[config.mk]
export PLATFORM = sky130hd
export DESIGN_NAME = ifu_way0
export DESIGN_NICKNAME = d
export VERILOG_FILES = /design/src/rtl/ifu_way0.sv
export SDC_FILE = /design/constraint.sdc
export NUM_CORES = 1
export LEC_CHECK = 0
export CAP_MARGIN = 20
export CELL_PAD_IN_SITES_DETAIL_PLACEMENT = 1
export CELL_PAD_IN_SITES_GLOBAL_PLACEMENT = 1
export CORE_MARGIN = 1
export CORE_UTILIZATION = 36
export CTS_BUF_LIST = sky130_fd_sc_hd__clkbuf_4 sky130_fd_sc_hd__clkbuf_8
export DETAILED_ROUTE_END_ITERATION = 8
export PLACE_DENSITY_LB_ADDON = 0.1
export SYNTH_ARGS = -nofsm -noshare
export SYNTH_HDL_FRONTEND = slang
export SYNTH_SLANG_ARGS = --single-unit
[constraint.sdc]
create_clock -name clk -period 4.5 [get_ports clk]
set_input_delay 0.45 -clock clk [delete_from_list [all_inputs] [get_ports clk]]
set_output_delay 0.45 -clock clk [all_outputs]
set_load 0.005 [all_outputs]
[src/rtl/ifu_way0.sv]
// -----------------------------------------------------------------------------
// ifu_way0 -- two-entry in-order instruction fetch buffer.
//
// Takes fetch addresses from the PC unit and issues one 8-byte-aligned
// instruction memory request per accepted address. Each address owns one
// buffer entry. The entry fills when its in-order response returns and is
// presented to decode as a two-slot fetch packet. A flush discards every
// buffered packet. It also records how many outstanding responses must still
// be thrown away when they return.
//
// Ports
//   clk          in   single clock, rising edge
//   reset        in   synchronous, active-high reset
//   pcValid_i    in   PC unit presents a fetch address
//   pcAddr_i     in   [31:0] fetch address
//   pcReady_o    out  address consumed this cycle (request granted)
//   flush_i      in   redirect: drop buffered and in-flight packets
//   memReq_o     out  instruction memory request valid
//   memAddr_o    out  [31:0] request address, 8-byte aligned
//   memGnt_i     in   memory accepts the request this cycle
//   memRvalid_i  in   in-order response valid
//   memRdata_i   in   [63:0] packet: [31:0] slot 0, [63:32] slot 1
//   outValid_o   out  head packet valid to decode
//   outAddr_o    out  [31:0] full fetch address of the head packet
//   outInst0_o   out  [31:0] slot 0 instruction
//   outInst1_o   out  [31:0] slot 1 instruction
//   outReady_i   in   decode accepts the head packet
// -----------------------------------------------------------------------------
module ifu_way0 #(
    parameter int DEPTH = 2  // only 2 is supported: pointers are 1 bit wide
) (
    input  logic        clk,
    input  logic        reset,
    input  logic        pcValid_i,
    input  logic [31:0] pcAddr_i,
    output logic        pcReady_o,
    input  logic        flush_i,
    output logic        memReq_o,
    output logic [31:0] memAddr_o,
    input  logic        memGnt_i,
    input  logic        memRvalid_i,
    input  logic [63:0] memRdata_i,
    output logic        outValid_o,
    output logic [31:0] outAddr_o,
    output logic [31:0] outInst0_o,
    output logic [31:0] outInst1_o,
    input  logic        outReady_i
);

    typedef enum logic [1:0] {
        ST_EMPTY   = 2'd0,
        ST_PENDING = 2'd1,
        ST_FILLED  = 2'd2
    } entry_state_t;

    entry_state_t r_state [DEPTH];
    logic [31:0]  r_addr  [DEPTH];
    logic [63:0]  r_data  [DEPTH];
    logic         r_head;
    logic         r_tail;
    logic [1:0]   r_drop;      // stale responses still owed from before a flush

    logic [1:0]   w_alloc;
    logic [1:0]   w_npending;
    logic         w_fill_idx;
    logic         w_grant;
    logic         w_fill;
    logic         w_drop_rsp;
    logic         w_pop;
    logic [2:0]   w_owed;
    logic [1:0]   w_flush_drop;

    // Occupancy counts come only from registered state. A same-cycle pop
    // therefore cannot open space for a same-cycle grant.
    // NOTE: every always_comb output gets a default first, so no path leaves it unassigned (no latch).
    always_comb begin
        w_alloc    = 2'd0;
        w_npending = 2'd0;
        for (int i = 0; i < DEPTH; i++) begin
            if (r_state[i] != ST_EMPTY)   w_alloc    = w_alloc + 2'd1;
            if (r_state[i] == ST_PENDING) w_npending = w_npending + 2'd1;
        end
    end

    // Entries fill in allocation order. The oldest PENDING entry is therefore
    // the head, or the entry just behind it when the head is already FILLED.
    assign w_fill_idx = (r_state[r_head] == ST_PENDING) ? r_head : ~r_head;

    assign memReq_o  = pcValid_i & ~flush_i & ~reset
                     & (({1'b0, w_alloc} + {1'b0, r_drop}) < 3'd2);
    assign memAddr_o = {pcAddr_i[31:3], 3'b000};
    assign w_grant   = memReq_o & memGnt_i;
    assign pcReady_o = w_grant;

    // A response with no PENDING entry and nothing owed is a protocol error.
    // It matches neither term below and is ignored.
    assign w_fill     = memRvalid_i & ~flush_i & (r_drop == 2'd0) & (w_npending != 2'd0);
    assign w_drop_rsp = memRvalid_i & ~flush_i & (r_drop != 2'd0);

    assign outValid_o = (r_state[r_head] == ST_FILLED) & ~flush_i & ~reset;
    assign outAddr_o  = r_addr[r_head];
    assign outInst0_o = r_data[r_head][31:0];
    assign outInst1_o = r_data[r_head][63:32];
    assign w_pop      = outValid_o & outReady_i;

    // At a flush, every PENDING entry becomes an owed response. A response
    // arriving in the flush cycle pays off one of those owed responses.
    assign w_owed       = {1'b0, r_drop} + {1'b0, w_npending};
    assign w_flush_drop = w_owed[1:0] - {1'b0, memRvalid_i && (w_owed != 3'd0)};

    // NOTE: sequential state uses non-blocking assignments only, so every block sees pre-edge values.
    always_ff @(posedge clk) begin
        if (reset) begin
            for (int i = 0; i < DEPTH; i++) r_state[i] <= ST_EMPTY;
            r_head <= 1'b0;
            r_tail <= 1'b0;
            r_drop <= 2'd0;
        end else if (flush_i) begin
            for (int i = 0; i < DEPTH; i++) r_state[i] <= ST_EMPTY;
            r_head <= 1'b0;
            r_tail <= 1'b0;
            r_drop <= w_flush_drop;
        end else begin
            // Grant targets an EMPTY entry, fill a PENDING one and pop a
            // FILLED one. These are always distinct entries, so all three can
            // update in the same cycle.
            if (w_grant) begin
                r_state[r_tail] <= ST_PENDING;
                r_tail          <= ~r_tail;
            end
            if (w_fill) begin
                r_state[w_fill_idx] <= ST_FILLED;
            end
            if (w_pop) begin
                r_state[r_head] <= ST_EMPTY;
                r_head          <= ~r_head;
            end
            if (w_drop_rsp) begin
                r_drop <= r_drop - 2'd1;
            end
        end
    end

    // NOTE: payload storage has no reset; the entry state alone decides whether its contents are meaningful.
    always_ff @(posedge clk) begin
        if (w_grant) r_addr[r_tail]     <= pcAddr_i;
        if (w_fill)  r_data[w_fill_idx] <= memRdata_i;
    end

endmodule

==> summary.txt, run 1 <==
Flow run
  • Max Cap Viol: 0

Clocking
  • Clock transition at path regs: 0.05 ns
  • Clk root buf: clkbuf_8
  • Hold Buf Count CTS: 0
  • CTS tree: built
  • Number of setup buffers added after CTS: 0
  • Deepest clock path buffer count: 3
  • CTS resizes: 0
  • CTS buffer count: 36
  • Clock latency on the worst-skew pair: 0.51 ns
  • # clock sinks: 201
  • H-tree depth: 2

Pwr
  • Leakage power: 3.67 nW
  • Peak VDD IR: 0.000195 V
  • P per Cell Area: 358 nW/µm²

Finish
  • Fraction of layout instances using a drive strength above 1: 0.258
  • Area growth syn-to-layout: 39.9%
  • Final Util: 0.518
  • FILL cells: 1976
  • Non-Filler Instances: 939
  • Nets: 750
  • Final instance area: 11000 µm²
  • Area occupied by multi-input gates: 1610 µm²
  • Seq. cell area: 5950 µm²

Drt
  • Final wirelength: 16800 µm
  • Initial drt markers: 124
  • WL/cell: 17.9 µm
  • DR vias: 4320
  • Via density: 4.60
  • DRC viols: 0
  • Drt first pass iters: 4
  • Antenna Nets Post-Route: 0

Global routing
  • Gr usage total: 0.151
  • Number of global-route vias before repair: 4694
  • Gr ovfl total: 0
  • Largest net degree at the start of global routing: 65
  • First-pass GRT wire length: 25400 µm
  • Initial antenna violation count: 2

Timing
  • Final Setup Violations: 0
  • Fin. max-slew vios: 0
  • Fin crit share: 0.849
  • Final Hold Viols: 0
  • Setup TNS: 0 ns
  • Setup Skew: 0.0139 ns
  • Min Tclk post-route: 3.82 ns
  • RSZ-0062 raised after global routing: no
  • Worst-margin pin slew: 0.906 ns
  • Final WS setup: 0.679 ns
  • Worst rel slew slack: 0.396
  • FMAX: 0.262 GHz

Synth
  • Simple-Gate Fraction of Synth Area: 0.0311
  • Synth warn: 0
  • Post-synthesis adder-cell area fraction: 0.0147
  • Compound-cell area share of the yosys netlist: 0.0140
  • Count of different cell masters after synthesis: 39
  • Synth Register Bits: 201
  • Sequential area share after synthesis: 0.757
  • Async SR Flop Fraction: 0
  • Cells after Synth: 408
  • Multiplexer share of the synthesized area: 0.138
  • Synth Area in XOR/XNOR: 0.00335
  • Main synth FF type: edfxtp_1
  • Main combinational cell family by area after synthesis: multiplexers
  • Number of enable flip-flop cells after synthesis: 192
  • Syn Std Cell Area: 7850 µm²
  • Average size of a mapped cell: 19.2 µm²

Floorplan
  • Core area: 21200 µm²
  • Die Wd: 150 µm
  • Num ports: 234
  • Initial Util: 0.370
  • Num rows: 53
  • Die height: 150 µm
  • Die area: 22400 µm²

Placement
  • I/O Buffers: 230
  • Post-Place Worst Slack: 1.18 ns
  • Detailed Place HPWL: 11000 µm
  • DP Area: 10300 µm²
  • GPL Wtd Cong: 0.767
  • Placed cells: 876

Worst setup path
  • RR Startpoint: r_state[0][0]$_SDFFE_PP0P_
  • Worst Path Max Fanout: 5
  • Worst Path Required: 4.05 ns
  • CP startpoint kind: flip-flop
  • Reg-to-Reg End: r_addr[0][18]$_DFFE_PP_
  • R2R Setup Slk: 1.33 ns
  • Crit path from: r_state[0][0]$_SDFFE_PP0P_
  • Worst setup path end: pcReady_o
  • Crit path arrival time: 3.37 ns
  • Reg2reg path depth: 7
  • Worst Setup Path Type: flip-flop to output port
  • Crit end category: output port

Run status
  • Status: complete, no violations

Hold path
  • Worst Hold Class: input port to flip-flop
## Yosys cell counts, types with 5 or more instances
library cell | instances | area share
edfxtp_1 | 192 | 0.73
mux2_2 | 96 | 0.14
buf_4 | 32 | 0.031
dfxtp_1 | 9 | 0.023
clkbuf_1 | 7 | 0.0033
nor2_1 | 7 | 0.0033
ha_1 | 6 | 0.0096
inv_1 | 6 | 0.0029
buf_2 | 5 | 0.0032
## cells by family after synthesis
family | Yosys count
flops | 201
mux | 96
buf+inv | 51
simple gates | 33
compound gates | 15
fa+ha+maj | 8
xor+xnor | 3
other cells | 1
## area by class of cell
| class | instances | area share |
|---|---|---|
| sequential | 201 | 0.542 |
| timing repair buffer | 236 | 0.214 |
| multi-input combinational | 158 | 0.147 |
| clock buffer | 53 | 0.0584 |
| tap | 275 | 0.0313 |
| clock inverter | 9 | 0.00604 |
| inverter | 6 | 0.00205 |
| antenna | 1 | 0.000228 |
## critical path, stage by stage (launching register included)
cell and delay, ns:
dfxtp_1 0.34, or2_2 0.31, ha_1 0.28, and2_1 0.16
fa_1 0.43, or4b_4 0.55, nor3b_2 0.25, clkdlybuf4s50_1 0.54
## layout by cell type (no fill, tap or decap), types with 3 or more instances in the layout
cell type / n
mux2_2: 96
nor2_1: 6
conb_1: 3
edfxtp_1: 192
a211oi_1: 3
nand3b_1: 3
ha_1: 6
clkbuf_8: 39
a21oi_1: 3
clkinv_1: 6
o21ai_0: 3
clkbuf_4: 14
clkdlybuf4s50_1: 230
inv_1: 6
buf_4: 6
dfxtp_1: 8
xnor2_1: 3
## where the power goes
group / leakage (nW) / internal, W / switching (W) / total [W]
Sequential: 1.80 / 0.00206 / 0.00000688 / 0.00207
Clock: 0.377 / 0.000967 / 0.000695 / 0.00166
Combinational: 1.49 / 0.000132 / 0.0000685 / 0.000201
Total: 3.67 / 0.00316 / 0.000770 / 0.00393
## per-stage QoR
step	total power, W	hold WS, ns
after global placement	0.00230	0.507
after global routing	0.00410	0.497
after floorplan	0.00218	0.489
after CTS	0.00401	0.482
final	0.00393	0.529
after detailed placement	0.00231	0.523
## registers in the layout (all words and copies together) (netlist names), named ones only
| signal | count |
|---|---|
| r_addr | 64 |
| r_data | 128 |
| r_drop | 2 |
| r_head | 1 |
| r_state | 4 |
| r_tail | 1 |
## routing by layer
| layer | vias up | GRT usage | share of wire |
|---|---|---|---|
| li1 | 2005 | - | - |
| met4 | 4 | 0.0490 | 0.016 |
| met2 | 188 | 0.238 | 0.46 |
| met3 | 29 | 0.0665 | 0.097 |
| met1 | 2094 | 0.183 | 0.42 |
| met5 | - | 0 | 0.0016 |
## how the worst min path moves through the flow
stage | startpoint | end | slack [ns] | depth (start not counted)
global placement | r_state[0][1]$_SDFFE_PP0P_ | r_state[0][1]$_SDFFE_PP0P_ | 0.51 | 2
global route | memRdata_i[0] | r_data[1][0]$_DFFE_PP_ | 0.50 | 1
floorplan | r_head$_SDFFE_PP0P_ | flip-flop | 0.49 | 1
finish | memRdata_i[41] | r_data[0][41]$_DFFE_PP_ | 0.53 | 1
detailed placement | r_state[0][1]$_SDFFE_PP0P_ | r_state[0][1]$_SDFFE_PP0P_ | 0.52 | 2
CTS | memRdata_i[0] | r_data[1][0]$_DFFE_PP_ | 0.48 | 1
(Power assumes the default switching activity.)
==> run 2: changes to the inputs <==
Settings changed: CORE_UTILIZATION 36 to 40.
Clock period 4.5 ns to 3.95 ns, I/O delays scaled along.
==> run 2 against run 1 <==
  * Die area decreased by 9.9%
  * Setup slack got worse by 0.54 ns
  * Clock skew is 0.0044 ns higher
  * Clock-buffer cell count decreased by 6
  * Sequential cell count unchanged
  * Cell count shrank 1.1%
==> summary.txt, run 2 (synthesis gave the netlist of run 1 again) <==
Placement
  • I/O Buffers: 230 (unchanged)
  • Detailed Place HPWL: 11300 µm (was 11000 µm)
  • Post-Place Worst Slack: 0.667 ns (was 1.18 ns)
  • GPL Wtd Cong: 0.750 (was 0.767)

Pwr
  • Peak VDD IR: 0.000213 V (was 0.000195 V)
  • P per Cell Area: 404 nW/µm² (was 358 nW/µm²)
  • Leakage power: 3.67 nW (about the same)

Finish
  • Nets: 751 (was 750)
  • Biggest regs: r_data: 128 flops, r_addr: 64 flops, r_state: 4 flops (unchanged)
  • Area growth syn-to-layout: 39.9% (about the same)
  • Most common cell after layout, fill and taps aside: clkdlybuf4s50_1 (unchanged)
  • Top reg by flops: r_data (unchanged)
  • Most frequent cells in the layout: clkdlybuf4s50_1, edfxtp_1, mux2_2, clkbuf_8, clkinv_1 (was clkdlybuf4s50_1, edfxtp_1, mux2_2, clkbuf_8, clkbuf_4)
  • Fraction of layout instances using a drive strength above 1: 0.253 (was 0.258)
  • Max reg flops: 128 (unchanged)

Floorplan
  • Die height: 142 µm (was 150 µm)
  • Initial Util: 0.414 (was 0.370)
  • Num ports: 234 (unchanged)
  • Core area: 19000 µm² (was 21200 µm²)
  • Die Wd: 142 µm (was 150 µm)
  • Num rows: 50 (was 53)
  • Die area: 20200 µm² (was 22400 µm²)

Timing
  • FMAX: 0.262 GHz
  • Worst rel slew slack: 0.592 (was 0.396)
  • Final Setup Violations: 0 (unchanged)
  • Fin Hold WS: 0.469 ns (was 0.529 ns)
  • Setup Skew: 0.0183 ns (was 0.0139 ns)
  • Final WS setup: 0.136 ns (was 0.679 ns)
  • RSZ-0062 raised after global routing: no (unchanged)
  • Fin. max-slew vios: 0 (unchanged)
  • Min Tclk post-route: 3.81 ns
  • Setup TNS: 0 ns (unchanged)
  • Worst-margin pin slew: 0.612 ns (was 0.906 ns)
  • Fin crit share: 0.966
  • Final Hold Viols: 0 (unchanged)

Hold path
  • Worst Hold Class: input port to flip-flop (unchanged)
  • Hold Crit Depth: 1 (unchanged)

Global routing
  • Gr usage total: 0.168 (was 0.151)
  • Gr ovfl total: 0 (unchanged)
  • Initial antenna violation count: 1 (was 2)
  • Largest net degree at the start of global routing: 65 (unchanged)
  • First-pass GRT wire length: 25700 µm (was 25400 µm)
  • Number of global-route vias before repair: 4895 (was 4694)

Clocking
  • Clock latency on the worst-skew pair: 0.51 ns (about the same)
  • Hold Buf Count CTS: 0 (unchanged)
  • # clock sinks: 201 (unchanged)
  • H-tree depth: 2 (unchanged)
  • Number of setup buffers added after CTS: 0 (unchanged)
  • CTS buffer count: 36 (unchanged)
  • CTS resizes: 0 (unchanged)
  • Deepest clock path buffer count: 3 (unchanged)
  • CTS tree: built (unchanged)
  • Clock transition at path regs: 0.06 ns (was 0.05 ns)
  • Clk root buf: clkbuf_8 (unchanged)

Worst setup path
  • Worst Path Max Fanout: 5 (unchanged)
  • R2R Setup Slk: 0.71 ns (was 1.33 ns)
  • Crit path buffers/inverters: 1 (unchanged)
  • Reg2reg path depth: 9 (was 7)
  • Crit path arrival time: 3.42 ns (was 3.37 ns)
  • CP startpoint kind: flip-flop (unchanged)
  • Crit end category: output port (unchanged)
  • CP max stage delay: 0.55 ns (about the same)
  • WP depth: 7 (unchanged)
  • Worst Path Required: 3.56 ns (was 4.05 ns)
  • CP max stage cell: or4b_4 (unchanged)
  • Worst Setup Path Type: flip-flop to output port (unchanged)
  • Critical Path, Cell by Cell: or2_2 > ha_1 > and2_1 > fa_1 > or4b_4 > nor3b_2 > clkdlybuf4s50_1 (unchanged)
  • CP top delay family: simple AND/OR/NAND/NOR gates (unchanged)

Drt
  • Antenna Nets Post-Route: 0 (unchanged)
  • DR vias: 4380 (was 4320)
  • Top Metal Used: met4 (was met5)
  • Initial drt markers: 133 (was 124)
  • WL met2: 8210 µm (was 7800 µm)
  • Final wirelength: 16900 µm (was 16800 µm)
  • Met3 wire len: 1520 µm (was 1630 µm)
  • WL/cell: 18.2 µm (was 17.9 µm)
  • Metal-1 WL: 6910 µm (was 7070 µm)
  • Drt first pass iters: 4 (unchanged)
  • Via density: 4.71 (was 4.60)
  • DRC viols: 0 (unchanged)

Run status
  • Status: complete, no violations (unchanged)

Flow run
  • Max Cap Viol: 0 (unchanged)
==> run 2: changes by cell type in the layout (fill, tap and decap cells not counted), sizes merged <==
cell / delta
buf: +1
clkbuf: -6
clkinv: +10
==> run 2: final timing paths <==
path | start | endpoint
max | r_state[0][0]$_SDFFE_PP0P_ | pcReady_o
min | memRdata_i[2] | r_data[0][2]$_DFFE_PP_
max reg2reg | r_state[0][0]$_SDFFE_PP0P_ | r_state[0][0]$_SDFFE_PP0P_
min reg2reg | r_head$_SDFFE_PP0P_ | flip-flop
==> run 2: through the flow <==
step / cells / util / instance area [µm²] / total power, W
global placement: 862 / 0.543 / 10300 / 0.00262
global route: 928 / 0.579 / 11000 / 0.00460
CTS: 928 / 0.579 / 11000 / 0.00450
floorplan: 410 / - / 7860 / 0.00248
finish: 929 / 0.580 / 11000 / 0.00444
detailed placement: 862 / 0.543 / 10300 / 0.00263
==> run 2: worst register-to-register path: cells and delay by family (launching register included) <==
| kind | cells | cell delay, ns |
|---|---|---|
| DFF | 1 | 0.35 |
| adders and majority gates | 2 | 0.74 |
| buffers and inverters | 1 | 0.44 |
| AOI/OAI and AO/OA | 2 | 0.34 |
| and+or+nand+nor | 4 | 1.29 |
==> run 2: area by class of cell <==
cell class              instances  area [µm²]
fillers                      1770        7970
flip-flops and latches        201        5950
repair buffers                237        2380
multi-input cells             158        1610
clock buffers                  47         591
well taps                     260         325
clock inverters                19         108
inverters                       6        22.5
diodes                          1        2.50
==> run 2: power breakdown <==
group	switching, W	leakage, nW	internal (W)
clock	0.000807	0.369	0.00104
sequential	0.00000789	1.80	0.00235
combinational	0.0000790	1.50	0.000151
==> run 2: layer usage <==
metal | track usage | up-vias
li1 | - | 2016
met1 | 0.197 | 2153
met2 | 0.284 | 184
met3 | 0.0649 | 27
met4 | 0.0538 | 0
met5 | 0 | -
==> run 3: changes to the inputs <==
Settings changed: ABC_CLOCK_PERIOD_IN_PS from default to 3950, REMOVE_ABC_BUFFERS from default to 1.
==> run 3 against run 2 <==
  * Sequential power is essentially flat
  * First-iteration DRC count grew 14%
  * Clock-buffer cell count is the same
  * Maximum frequency grew 0.64%
  * Clock power shrank 9.7%
  * Power shrank 3.9%
  * Register-to-register slack gained 0.02 ns
  * Cell count shrank 1.7%
  * Setup slack gained 0.024 ns
  * Sequential cell count is the same
  * Critical path depth is the same
  * Critical path type unchanged
  * Highest routed layer unchanged
==> summary.txt, run 3 (synthesis gave the netlist of run 1 again) <==
Timing
  • Worst-margin pin slew: 0.781 ns (was 0.612 ns)
  • Setup Skew: 0.0131 ns (was 0.0183 ns)
  • Final Setup Violations: 0 (unchanged)
  • Final Hold Viols: 0 (unchanged)
  • RSZ-0062 raised after global routing: no (unchanged)
  • Worst rel slew slack: 0.480 (was 0.592)
  • Min Tclk post-route: 3.79 ns (was 3.81 ns)
  • Fin. max-slew vios: 0 (unchanged)
  • FMAX: 0.264 GHz (was 0.262 GHz)
  • Fin crit share: 0.960 (was 0.966)
  • Setup TNS: 0 ns (unchanged)
  • Fin Hold WS: 0.477 ns (was 0.469 ns)

Worst setup path
  • Reg-to-Reg End: r_addr[0][9]$_DFFE_PP_ (was r_state[0][0]$_SDFFE_PP0P_)
  • Worst Path Required: 3.56 ns (about the same)
  • RR Startpoint: r_state[0][0]$_SDFFE_PP0P_ (unchanged)
  • CP startpoint kind: flip-flop (unchanged)
  • R2R Setup Slk: 0.73 ns (was 0.71 ns)
  • Worst Setup Path Type: flip-flop to output port (unchanged)
  • Worst Path Max Fanout: 5 (unchanged)
  • Crit end category: output port (unchanged)
  • Reg2reg path depth: 7 (was 9)
  • Crit path arrival time: 3.40 ns (was 3.42 ns)

Clocking
  • CTS tree: built (unchanged)
  • Clk root buf: clkbuf_8 (unchanged)
  • Number of setup buffers added after CTS: 0 (unchanged)
  • Clock transition at path regs: 0.06 ns (about the same)
  • Clock latency on the worst-skew pair: 0.50 ns (was 0.51 ns)
  • Deepest clock path buffer count: 3 (unchanged)
  • CTS resizes: 0 (unchanged)
  • # clock sinks: 201 (unchanged)
  • H-tree depth: 2 (unchanged)
  • CTS buffer count: 35 (was 36)
  • Hold Buf Count CTS: 0 (unchanged)

Pwr
  • Peak VDD IR: 0.000200 V (was 0.000213 V)
  • Switch share: 0.197 (was 0.201)
  • Internal power component: 0.00342 W (was 0.00355 W)
  • Switching power: 0.000840 W (was 0.000893 W)
  • Clk pwr share: 0.392 (was 0.417)
  • Total power draw: 0.00426 W (was 0.00444 W)
  • Comb power frac: 0.055 (was 0.052)
  • Sequential share of power: 0.553 (was 0.531)
  • P per Cell Area: 392 nW/µm² (was 404 nW/µm²)
  • Leakage power: 3.61 nW (was 3.67 nW)

Drt
  • Initial drt markers: 151 (was 133)
  • DRC viols: 0 (unchanged)
  • Final wirelength: 17100 µm (was 16900 µm)
  • Via density: 4.74 (was 4.71)
  • Drt first pass iters: 4 (unchanged)
  • Antenna Nets Post-Route: 0 (unchanged)
  • WL/cell: 18.8 µm (was 18.2 µm)
  • DR vias: 4328 (was 4380)

Floorplan
  • Die height: 142 µm (unchanged)
  • Die area: 20200 µm² (unchanged)
  • Initial Util: 0.414 (unchanged)
  • Num ports: 234 (unchanged)
  • Core area: 19000 µm² (unchanged)
  • Num rows: 50 (unchanged)
  • Die Wd: 142 µm (unchanged)

Run status
  • Status: complete, no violations (unchanged)

Placement
  • Detailed Place HPWL: 11300 µm (about the same)
  • I/O Buffers: 230 (unchanged)
  • GPL Wtd Cong: 0.780 (was 0.750)

Finish
  • Most common cell after layout, fill and taps aside: clkdlybuf4s50_1 (unchanged)
  • Most frequent cells in the layout: clkdlybuf4s50_1, edfxtp_1, mux2_2, clkbuf_8, clkbuf_4 (was clkdlybuf4s50_1, edfxtp_1, mux2_2, clkbuf_8, clkinv_1)
  • Area growth syn-to-layout: 38.5% (was 39.9%)
  • Biggest regs: r_data: 128 flops, r_addr: 64 flops, r_state: 4 flops (unchanged)
  • Max reg flops: 128 (unchanged)
  • Fraction of layout instances using a drive strength above 1: 0.250 (was 0.253)
  • Top reg by flops: r_data (unchanged)
  • Nets: 749 (was 751)
  • # diodes: 0 (was 1)

Global routing
  • First-pass GRT wire length: 25600 µm (was 25700 µm)
  • Number of global-route vias before repair: 4847 (was 4895)
  • Largest net degree at the start of global routing: 65 (unchanged)
  • Gr usage total: 0.168 (about the same)
  • Gr ovfl total: 0 (unchanged)
  • Initial antenna violation count: 0 (was 1)

Hold path
  • Hold Crit Depth: 1 (unchanged)
  • Min-Delay Startpoint: memRdata_i[32] (was memRdata_i[2])
  • Worst Hold Class: input port to flip-flop (unchanged)
  • Hold endpoint: r_data[1][32]$_DFFE_PP_ (was r_data[0][2]$_DFFE_PP_)

Flow run
  • Max Cap Viol: 0 (unchanged)
run 3: worst max path at each step:
stage | start | cells past startpoint | slack (ns) | endpoint
after global routing | r_state[0][0]$_SDFFE_PP0P_ | 7 | 0.03 | pcReady_o
after floorplan | flip-flop | 4 | -2.49 | r_data[0][0]$_DFFE_PP_
after global placement | r_state[0][0]$_SDFFE_PP0P_ | 7 | 0.70 | pcReady_o
final | r_state[0][0]$_SDFFE_PP0P_ | 7 | 0.16 | pcReady_o
after CTS | r_state[0][0]$_SDFFE_PP0P_ | 7 | 0.12 | pcReady_o
after detailed placement | r_state[0][0]$_SDFFE_PP0P_ | 7 | 0.68 | pcReady_o
run 3: worst max-delay path, stage by stage (launching register included):
cell	delay, ns
dfxtp_1	0.35
or2_2	0.31
ha_1	0.28
and2_1	0.16
fa_1	0.44
or4b_4	0.56
nor3b_2	0.26
clkdlybuf4s50_1	0.54
run 3: layout make-up:
| class | instances | area (µm²) |
|---|---|---|
| Clock inverter | 5 | 22.5 |
| Clock buffer | 47 | 572 |
| Fill cell | 1770 | 8080 |
| Tap cell | 260 | 325 |
| Timing Repair Buffer | 236 | 2370 |
| Sequential cell | 201 | 5950 |
| Inverter | 6 | 22.5 |
| Multi-Input combinational cell | 158 | 1610 |
run 3: stage by stage:
step	util	setup slack, ns	cells	area (µm²)
3_5_place_dp	0.542	0.676	861	10300
3_3_place_gp	0.542	0.697	861	10300
2_1_floorplan	-	-2.49	365	7560
4_1_cts	0.574	0.124	913	10900
6_report	0.574	0.160	913	10900
5_1_grt	0.574	0.0295	913	10900
run 3: power by group through the flow:
stage	clock [W]	sequential (W)	combinational, W
2_1_floorplan	0	0.00240	0.0000465
6_report	0.00167	0.00236	0.000233
3_3_place_gp	0	0.00240	0.000223
3_5_place_dp	0	0.00240	0.000233
4_1_cts	0.00173	0.00236	0.000236
5_1_grt	0.00182	0.00236	0.000250
run 3: metal layers:
layer | track usage | vias up | share of wire
li1 | - | 2002 | -
met1 | 0.188 | 2124 | 0.39
met2 | 0.286 | 178 | 0.49
met3 | 0.0754 | 24 | 0.10
met4 | 0.0549 | 0 | 0.018
met5 | 0 | - | 0
